--- config.mk ---
export PLATFORM = sky130hd
export DESIGN_NAME = alu_status_unit_flat
export DESIGN_NICKNAME = d
export VERILOG_FILES = /design/src/rtl/alu_pkg.sv /design/src/rtl/alu_status_unit_if.sv /design/src/rtl/branch_cond_eval.sv /design/src/rtl/alu_status_unit.sv /design/src/flat_wrapper.sv
export SDC_FILE = /design/constraint.sdc
export NUM_CORES = 1
export LEC_CHECK = 0
export ABC_AREA = 1
export CORE_MARGIN = 4
export CORE_UTILIZATION = 36
export DETAILED_ROUTE_END_ITERATION = 8
export GPL_TIMING_DRIVEN = 1
export PLACE_DENSITY = 0.89
export SETUP_SLACK_MARGIN = 0.05
export SYNTH_ARGS = -nofsm -noshare
export SYNTH_HDL_FRONTEND = slang
export SYNTH_SLANG_ARGS = --single-unit
--- constraint.sdc ---
create_clock -name clk -period 1.05 [get_ports clk]
set_input_delay 0.21 -clock clk [delete_from_list [all_inputs] [get_ports clk]]
set_output_delay 0.21 -clock clk [all_outputs]
set_load 0.05 [all_outputs]
--- src/rtl/alu_pkg.sv ---
// rtl/alu_pkg.sv - ALU function codes, branch conditions, flag indices and FSM states
package alu_pkg;

    localparam logic [2:0] FUNC_ADD = 3'd1;
    localparam logic [2:0] FUNC_SUB = 3'd2;
    localparam logic [2:0] FUNC_AND = 3'd3;
    localparam logic [2:0] FUNC_OR  = 3'd4;
    localparam logic [2:0] FUNC_XOR = 3'd5;

    localparam logic [2:0] BR_NEVER  = 3'd0;
    localparam logic [2:0] BR_ALWAYS = 3'd1;
    localparam logic [2:0] BR_EQ     = 3'd2;
    localparam logic [2:0] BR_NE     = 3'd3;
    localparam logic [2:0] BR_LT     = 3'd4;
    localparam logic [2:0] BR_GE     = 3'd5;
    localparam logic [2:0] BR_VS     = 3'd6;
    localparam logic [2:0] BR_VC     = 3'd7;

    localparam int FLAG_Z = 0;
    localparam int FLAG_S = 1;
    localparam int FLAG_V = 2;

    typedef enum logic {
        ST_RUN  = 1'b0,
        ST_TRAP = 1'b1
    } state_t;

    function automatic logic is_arith(input logic [2:0] func);
        return (func == FUNC_ADD) || (func == FUNC_SUB);
    endfunction

    function automatic logic is_logic(input logic [2:0] func);
        return (func == FUNC_AND) || (func == FUNC_OR) || (func == FUNC_XOR);
    endfunction

endpackage

--- src/rtl/alu_status_unit_if.sv ---
// rtl/alu_status_unit_if.sv - ALU beat input and writeback output handshake bundle
interface alu_status_unit_if #(
    parameter int DW  = 8,
    parameter int RAW = 3
);
    logic           in_valid;
    logic           in_ready;
    logic [DW-1:0]  in_result;
    logic           in_zero;
    logic           in_sign;
    logic           in_ovf;
    logic [2:0]     in_func;
    logic           in_flag_we;
    logic [RAW-1:0] in_rd;
    logic           wb_valid;
    logic           wb_ready;
    logic [DW-1:0]  wb_data;
    logic [RAW-1:0] wb_rd;

    modport master (
        output in_valid, in_result, in_zero, in_sign, in_ovf, in_func, in_flag_we, in_rd, wb_ready,
        input  in_ready, wb_valid, wb_data, wb_rd
    );

    modport slave (
        input  in_valid, in_result, in_zero, in_sign, in_ovf, in_func, in_flag_we, in_rd, wb_ready,
        output in_ready, wb_valid, wb_data, wb_rd
    );
endinterface

--- src/rtl/branch_cond_eval.sv ---
// rtl/branch_cond_eval.sv - combinational branch condition resolver over {V,S,Z}
module branch_cond_eval
    import alu_pkg::*;
(
    input  logic [2:0] i_flags,
    input  logic [2:0] i_br_cond,
    output logic       o_br_taken
);
    logic w_z;
    logic w_s;
    logic w_v;

    assign w_z = i_flags[FLAG_Z];
    assign w_s = i_flags[FLAG_S];
    assign w_v = i_flags[FLAG_V];

    always_comb begin
        o_br_taken = 1'b0;
        case (i_br_cond)
            BR_NEVER:  o_br_taken = 1'b0;
            BR_ALWAYS: o_br_taken = 1'b1;
            BR_EQ:     o_br_taken = w_z;
            BR_NE:     o_br_taken = !w_z;
            BR_LT:     o_br_taken = w_s ^ w_v;
            BR_GE:     o_br_taken = !(w_s ^ w_v);
            BR_VS:     o_br_taken = w_v;
            BR_VC:     o_br_taken = !w_v;
            default:   o_br_taken = 1'b0;
        endcase
    end
endmodule

--- src/rtl/alu_status_unit.sv ---
// rtl/alu_status_unit.sv - ALU result register, flags, sticky overflow, branch resolve
// Optional overflow trap FSM enabled by ALU_OVF_TRAP_EN.
module alu_status_unit
    import alu_pkg::*;
#(
    parameter int DW  = 8,
    parameter int RAW = 3
) (
    input  logic                 clk,
    input  logic                 rst,
    alu_status_unit_if.slave     bus,
    output logic [2:0]           flags,
    input  logic [2:0]           br_cond,
    output logic                 br_taken,
    output logic                 ovf_sticky,
    input  logic                 clr_sticky,
    output logic                 trap_req,
    input  logic                 trap_ack
);
    logic           r_wb_valid;
    logic [DW-1:0]  r_wb_data;
    logic [RAW-1:0] r_wb_rd;
    logic [2:0]     r_flags;
    logic           r_ovf_sticky;

    logic w_run;
    logic w_in_ready;
    logic w_accept;
    logic w_arith;
    logic w_flag_func;
    logic w_ovf_hit;
    logic w_wb_load;

    assign w_in_ready  = w_run && (!r_wb_valid || bus.wb_ready);
    assign w_accept    = bus.in_valid && w_in_ready;
    assign w_arith     = is_arith(bus.in_func);
    assign w_flag_func = w_arith || is_logic(bus.in_func);
    assign w_ovf_hit   = w_accept && w_arith && bus.in_ovf;

`ifdef ALU_OVF_TRAP_EN
    state_t r_state;
    state_t w_state_next;

    always_ff @(posedge clk) begin
        if (rst) begin
            r_state <= ST_RUN;
        end else begin
            r_state <= w_state_next;
        end
    end

    always_comb begin
        w_state_next = r_state;
        case (r_state)
            ST_RUN:  if (w_ovf_hit) w_state_next = ST_TRAP;
            ST_TRAP: if (trap_ack)  w_state_next = ST_RUN;
            default: w_state_next = ST_RUN;
        endcase
    end

    assign w_run     = (r_state == ST_RUN);
    assign trap_req  = (r_state == ST_TRAP);
    // The offending overflow beat is dropped; flags and sticky still see it.
    assign w_wb_load = w_accept && !w_ovf_hit;
`else
    logic w_unused_trap_ack;

    assign w_unused_trap_ack = trap_ack;
    assign w_run             = 1'b1;
    assign trap_req          = 1'b0;
    assign w_wb_load         = w_accept;
`endif

    always_ff @(posedge clk) begin
        if (rst) begin
            r_wb_valid <= 1'b0;
            r_wb_data  <= '0;
            r_wb_rd    <= '0;
        end else if (w_wb_load) begin
            r_wb_valid <= 1'b1;
            r_wb_data  <= bus.in_result;
            r_wb_rd    <= bus.in_rd;
        end else if (bus.wb_ready) begin
            r_wb_valid <= 1'b0;
        end
    end

    always_ff @(posedge clk) begin
        if (rst) begin
            r_flags <= 3'b000;
        end else if (w_accept && bus.in_flag_we && w_flag_func) begin
            r_flags[FLAG_Z] <= bus.in_zero;
            r_flags[FLAG_S] <= bus.in_sign;
            r_flags[FLAG_V] <= w_arith && bus.in_ovf;
        end
    end

    // Set has priority over clear so a same-cycle overflow is never lost.
    always_ff @(posedge clk) begin
        if (rst) begin
            r_ovf_sticky <= 1'b0;
        end else if (w_ovf_hit) begin
            r_ovf_sticky <= 1'b1;
        end else if (clr_sticky) begin
            r_ovf_sticky <= 1'b0;
        end
    end

    branch_cond_eval u_branch_cond_eval (
        .i_flags    (r_flags),
        .i_br_cond  (br_cond),
        .o_br_taken (br_taken)
    );

    assign bus.in_ready = w_in_ready;
    assign bus.wb_valid = r_wb_valid;
    assign bus.wb_data  = r_wb_data;
    assign bus.wb_rd    = r_wb_rd;
    assign flags        = r_flags;
    assign ovf_sticky   = r_ovf_sticky;
endmodule

--- src/flat_wrapper.sv ---
// flat-port wrapper written by rule: the top's interface ports become plain ports
module alu_status_unit_flat import alu_pkg::*;
#(
    parameter int DW  = 8,
    parameter int RAW = 3
)
  (clk, rst, flags, br_cond, br_taken, ovf_sticky, clr_sticky, trap_req, trap_ack, bus_in_valid, bus_in_result, bus_in_zero, bus_in_sign, bus_in_ovf, bus_in_func, bus_in_flag_we, bus_in_rd, bus_wb_ready, bus_in_ready, bus_wb_valid, bus_wb_data, bus_wb_rd);
  alu_status_unit_if #(.DW(DW), .RAW(RAW)) bus_i ();
  input  logic clk;
  input  logic rst;
  output logic [2:0] flags;
  input  logic [2:0] br_cond;
  output logic br_taken;
  output logic ovf_sticky;
  input  logic clr_sticky;
  output logic trap_req;
  input  logic trap_ack;
  input wire logic [$bits(bus_i.in_valid)-1:0] bus_in_valid;
  input wire logic [$bits(bus_i.in_result)-1:0] bus_in_result;
  input wire logic [$bits(bus_i.in_zero)-1:0] bus_in_zero;
  input wire logic [$bits(bus_i.in_sign)-1:0] bus_in_sign;
  input wire logic [$bits(bus_i.in_ovf)-1:0] bus_in_ovf;
  input wire logic [$bits(bus_i.in_func)-1:0] bus_in_func;
  input wire logic [$bits(bus_i.in_flag_we)-1:0] bus_in_flag_we;
  input wire logic [$bits(bus_i.in_rd)-1:0] bus_in_rd;
  input wire logic [$bits(bus_i.wb_ready)-1:0] bus_wb_ready;
  output wire logic [$bits(bus_i.in_ready)-1:0] bus_in_ready;
  output wire logic [$bits(bus_i.wb_valid)-1:0] bus_wb_valid;
  output wire logic [$bits(bus_i.wb_data)-1:0] bus_wb_data;
  output wire logic [$bits(bus_i.wb_rd)-1:0] bus_wb_rd;
  assign bus_i.in_valid = bus_in_valid;
  assign bus_i.in_result = bus_in_result;
  assign bus_i.in_zero = bus_in_zero;
  assign bus_i.in_sign = bus_in_sign;
  assign bus_i.in_ovf = bus_in_ovf;
  assign bus_i.in_func = bus_in_func;
  assign bus_i.in_flag_we = bus_in_flag_we;
  assign bus_i.in_rd = bus_in_rd;
  assign bus_i.wb_ready = bus_wb_ready;
  assign bus_in_ready = bus_i.in_ready;
  assign bus_wb_valid = bus_i.wb_valid;
  assign bus_wb_data = bus_i.wb_data;
  assign bus_wb_rd = bus_i.wb_rd;
  alu_status_unit #(.DW(DW), .RAW(RAW)) u_core (.clk(clk), .rst(rst), .bus(bus_i), .flags(flags), .br_cond(br_cond), .br_taken(br_taken), .ovf_sticky(ovf_sticky), .clr_sticky(clr_sticky), .trap_req(trap_req), .trap_ack(trap_ack));
endmodule
### After elaboration in Yosys (flattened, before gate mapping)

Cells that the tools add are included.

* memories kept: 0
* bits in read-only memories: 0
* latch bits: 0
* register bits: 16
* RAM bits: 0
* output and inout port bits: 19
* word-level logic and storage cells: 41

* magnitude comparators: 0
* bitwise operators: 1
* div/mod/pow operators: 0
* shifts and indexed selects: 0
* equality and inequality tests: 12
* multiplexer cells: 5
* $add $sub $neg: 0
* reductions and logical operators: 18
* multiply operators: 0

Operators with widths (count)
* $eq 3x3->1 const B: 6
* $eq 3x2->1 const B: 4
* $pmux 1 s8: 1
* $eq 3x1->1 const B: 2
* $logic_and 1x1->1: 6
* $logic_or 1x1->1: 5
* $logic_not 1->1: 4
* $mux 1: 4
* $reduce_bool 2->1: 2
* $logic_not 3->1: 1
* $xor 1x1->1: 1

### Longest topological paths before layout

Gate-level depths: netlist of the first run.

* depth in word-level cells: 6
* mapped depth: 7
* depth with buffers taken out: 7

### Cells and area by module

From an unflattened synthesis of the first run, not the netlist that was laid out.

* cells, all modules: 110
* area total of the unflattened synthesis: 788.3 sq um

By module, submodules not included
* alu_status_unit: cells an instance 89, times used 1, area an instance 690.7 sq um, seq. area each 320.3 sq um
* branch_cond_eval: cells an instance 21, times used 1, area an instance 97.6 sq um, seq. area each 0.0 sq um

### Worst setup path before layout of the first run

No wires, ideal clock.

* kind: flip-flop to output port
* from: reg u_core.r_flags[2] (netlist: u_core.flags[2])
* to: out br_taken
* data arrival time: 1.424 ns
* stages on the path, launching flop included: 6
* setup slack: -0.584 ns
* path buffers: 0
* path through: dfxtp_1 > inv_1 > nand2_1 > xor2_1 > nand2_1 > nand3_1

* cells in the longest elaborated chain, start to end: 3
* elaborated cells between the ends (all ways): 4
* classes of those cells: 1 x mux; 1 x bitwise; 2 x reduce/logical

Ends and longest elaborated chain
* start: declaration: line alu_status_unit.sv:23 `logic [2:0] r_flags;`
* start signal: indexed assignment: line alu_status_unit.sv:92 `r_flags[FLAG_Z] <= bus.in_zero;`
* start signal: indexed assignment: line alu_status_unit.sv:93 `r_flags[FLAG_S] <= bus.in_sign;`
* start signal: indexed assignment: line alu_status_unit.sv:94 `r_flags[FLAG_V] <= w_arith && bus.in_ovf;`
* $xor 1x1->1: line branch_cond_eval.sv:24, branch_cond_eval.sv:25
* $logic_not 1->1: line branch_cond_eval.sv:25 `BR_GE: o_br_taken = !(w_s ^ w_v);`
* $pmux 1 s8 *: line branch_cond_eval.sv:19 `case (i_br_cond)`
* end: declaration: line flat_wrapper.sv:13 `output logic br_taken;`

Mark *: on every way between the ends. The rest lies on a longest branch, timed or not.

### Final worst setup path of the first run

* from: reg u_core.r_flags[1] (netlist: u_core.flags[1])
* to: out br_taken

* cells in the longest elaborated chain, start to end: 3

Ends and longest elaborated chain (line)
* $xor 1x1->1 *: branch_cond_eval.sv:24, branch_cond_eval.sv:25
* $logic_not 1->1: branch_cond_eval.sv:25
* $pmux 1 s8 *: branch_cond_eval.sv:19

Marked as above.

==> results.cfg, run 1 <==
[run_status]
status = finished with violations
violations = setup timing

[power]
pwr-share-comb_pct = 42.4
power.density_nw_per_um2 = 1130
pwr-share-seq_pct = 36.1
clkPwrFrac_pct = 21.5
p_leak_uw = 0.000754
internal_power_uw = 1270
p_sw_share_pct = 35.3
total_power_uw = 1960
peakVddDrop_mv = 1.08
p_sw_uw = 691

[sta]
fin_hold_ws_ns = 0.326
fin_crit_ns = 1.52
final.setup.worst_slack_ns = -0.471
setup_violations = 18
fmax_ghz = 0.658
finalClockSkew_ns = 0.0178
min_period_over_period_pct = 145
hold_viol = 0
drv_slew = 0
rsz0062_at_grt = true

[clock_tree]
cts_made_buffers = 3
cts_buffer_depth = 2
cts_tree = built
cts_hold_buf = 0
clock-sinks = 16
clkLatencyLatePin_ns = 0.30
clk_root_buffer_cell = clkbuf_4
ctsHtreeMaxLevel = 1
clk_pin_slew_ns = 0.11

[global_routing]
track_usage_pct = 20.1
antenna_found_initial = 0
grt_pass1_vias = 968
grt_max_degree = 15
grt_pass1_wl_um = 4170
grt_overflow = 0

[yosys]
yosys-top-cells-area = dfxtp_1 42%, nor2_1 12%, nand2_1 6.4%, o21ai_0 5.9%, a21oi_1 5.3%
synth-seq-area-share_pct = 42.1
synthFlopType = dfxtp_1
synth-seq-cells = 16
syn-num-nets = 131
netlist.area_leader.share_pct = 42.1
syn_avg_cell_area_um2 = 7.31
yosysUniqueCellTypes = 21
async_flop_share_pct = 0
yosysMostFrequentCell = nor2_1
synth_cells = 104
synth_area_leader_cell = dfxtp_1
synth_common_cells = 24 x nor2_1, 16 x dfxtp_1, 13 x nand2_1
syn_area_um2 = 761
yosysWarnings = 0
synth-edff-count = 0

[drt]
wl_um = 3510
route.detailed.drc = 0
antenna_left = 0
post_drt_wl_per_cell_um = 18.4
via_per_inst = 5.20
vias = 994
detail_route.first_pass.iterations = 6
drtIter0Drc = 29

[worst_setup_path]
path_class = register to output pin
cp.required_ns = 0.84
cp-start-kind = register
critPathArrivalTime_ns = 1.31
cp-end-kind = output pin
crit_fanout = 2

[worst_hold_path]
hp-class = primary input to register

[floorplan]
rows = 16
pin_count = 46
initial_core_util_pct = 38.4
dieWidth_um = 54.0
core_area_um2 = 1980
die_y_um = 54.0
die_area_um2 = 2910

[job]
max_cap_violations = 0

[place]
dp_hpwl_um = 1720
gp_congestion = 0.621
port_buffers = 43
post-place-ws_ns = -0.452
placed_area_um2 = 1450

[final_layout]
diodes = 0
drive_gt1_share_pct = 54.3
multi_input_area_um2 = 470
syn2layout_area_growth_pct = 128
final_core_util_pct = 87.4
stdcell_area_um2 = 1730
fill_cells = 78
final_nets = 192
register_area_um2 = 355
[cells by family (layout without fill, tap and decap cells)]
group	after synthesis	count (layout)	share of synthesized area, %
AO/OA/AOI/OAI	21	21	14.6
XOR/XNOR	1	1	1.15
buffers and inverters	16	76	12.3
flip-flops	16	16	42.1
other	1	1	0.493
AND/OR/NAND/NOR	49	49	29.3
[routing by layer]
| metal | share of wire [%] | global-route usage, % |
|---|---|---|
| met5 | 0 | 0 |
| met2 | 52 | 36.9 |
| met4 | 4.0 | 12.0 |
| met1 | 35 | 20.1 |
| met3 | 8.8 | 4.99 |
[critical path, cell delays in order (launching register included)]
cell,delay (ns)
dfxtp_4,0.37
inv_1,0.08
a21oi_1,0.20
nand2_1,0.13
nand3_4,0.08
buf_12,0.13
[stage by stage]
step,TNS [ns],instances
CTS,-1.02,186
finish,-1.67,191
floorplan,-0.276,104
global placement,-4.40,175
detailed placement,-4.89,175
global route,-2.26,191
[cell usage in the layout (no fill, tap or decap), types with 6 or more instances in the layout]
cell type	n
dfxtp_2	10
buf_6	7
clkdlybuf4s50_1	20
buf_12	19
inv_1	8
o21ai_2	11
nand2_1	12
nor2_1	22
buf_4	8
dfxtp_4	6
[sequential cells by signal (all words and copies together), names as in the netlist]
register / flops
u_core.bus.wb_valid: 1
u_core.flags: 3
u_core.ovf_sticky: 1
u_core.bus.wb_data: 8
u_core.bus.wb_rd: 3
[path summary, 6_finish.rpt]
| check | start | depth (start not counted) | to | slack [ns] |
|---|---|---|---|---|
| max | u_core.flags[1] | 5 | br_taken | -0.47 |
| max reg2reg | u_core.bus.wb_valid | 7 | u_core.flags[0] | -0.18 |
| min | bus_in_func[0] | 4 | u_core.ovf_sticky | 0.33 |
| min reg2reg | u_core.bus.wb_data[1] | 2 | u_core.bus.wb_data[1] | 0.52 |
[timing repair]
action / in CTS / in global routing
endpoints found under the setup margin: 24 / 32
buffers inserted: 7 / 4
pin swaps: 7 / 14
gates resized for setup: 41 / 21
cloned: 0 / 1
[power groups by stage]
stage | logic, µW | registers [µW] | clock network [µW]
after floorplan | 200 | 842 | 0
after global placement | 670 | 711 | 0
after detailed placement | 686 | 713 | 0
after CTS | 750 | 705 | 402
after global routing | 863 | 712 | 435
final | 830 | 708 | 422
[cell type report]
cell class | count | area share [%]
multi-input cells | 72 | 27.1
clock buffers | 4 | 2.09
well taps | 27 | 1.95
flip-flops and latches | 16 | 20.5
repair inverters | 1 | 0.505
inverters | 12 | 3.32
repair buffers | 59 | 44.5
Note: power is estimated with default switching activity, not from simulation.
==> run 2: changes to the inputs <==
--- a/config.mk
+++ b/config.mk
@@ -10,7 +10,9 @@
 export CORE_UTILIZATION = 36
 export DETAILED_ROUTE_END_ITERATION = 8
 export GPL_TIMING_DRIVEN = 1
+export HOLD_SLACK_MARGIN = 0.1
 export PLACE_DENSITY = 0.89
+export RECOVER_POWER = 100
 export SETUP_SLACK_MARGIN = 0.05
 export SYNTH_ARGS = -nofsm -noshare
 export SYNTH_HDL_FRONTEND = slang
==> results of run 2 <==
Final layout, timing and power as in run 1 (identical DEF).
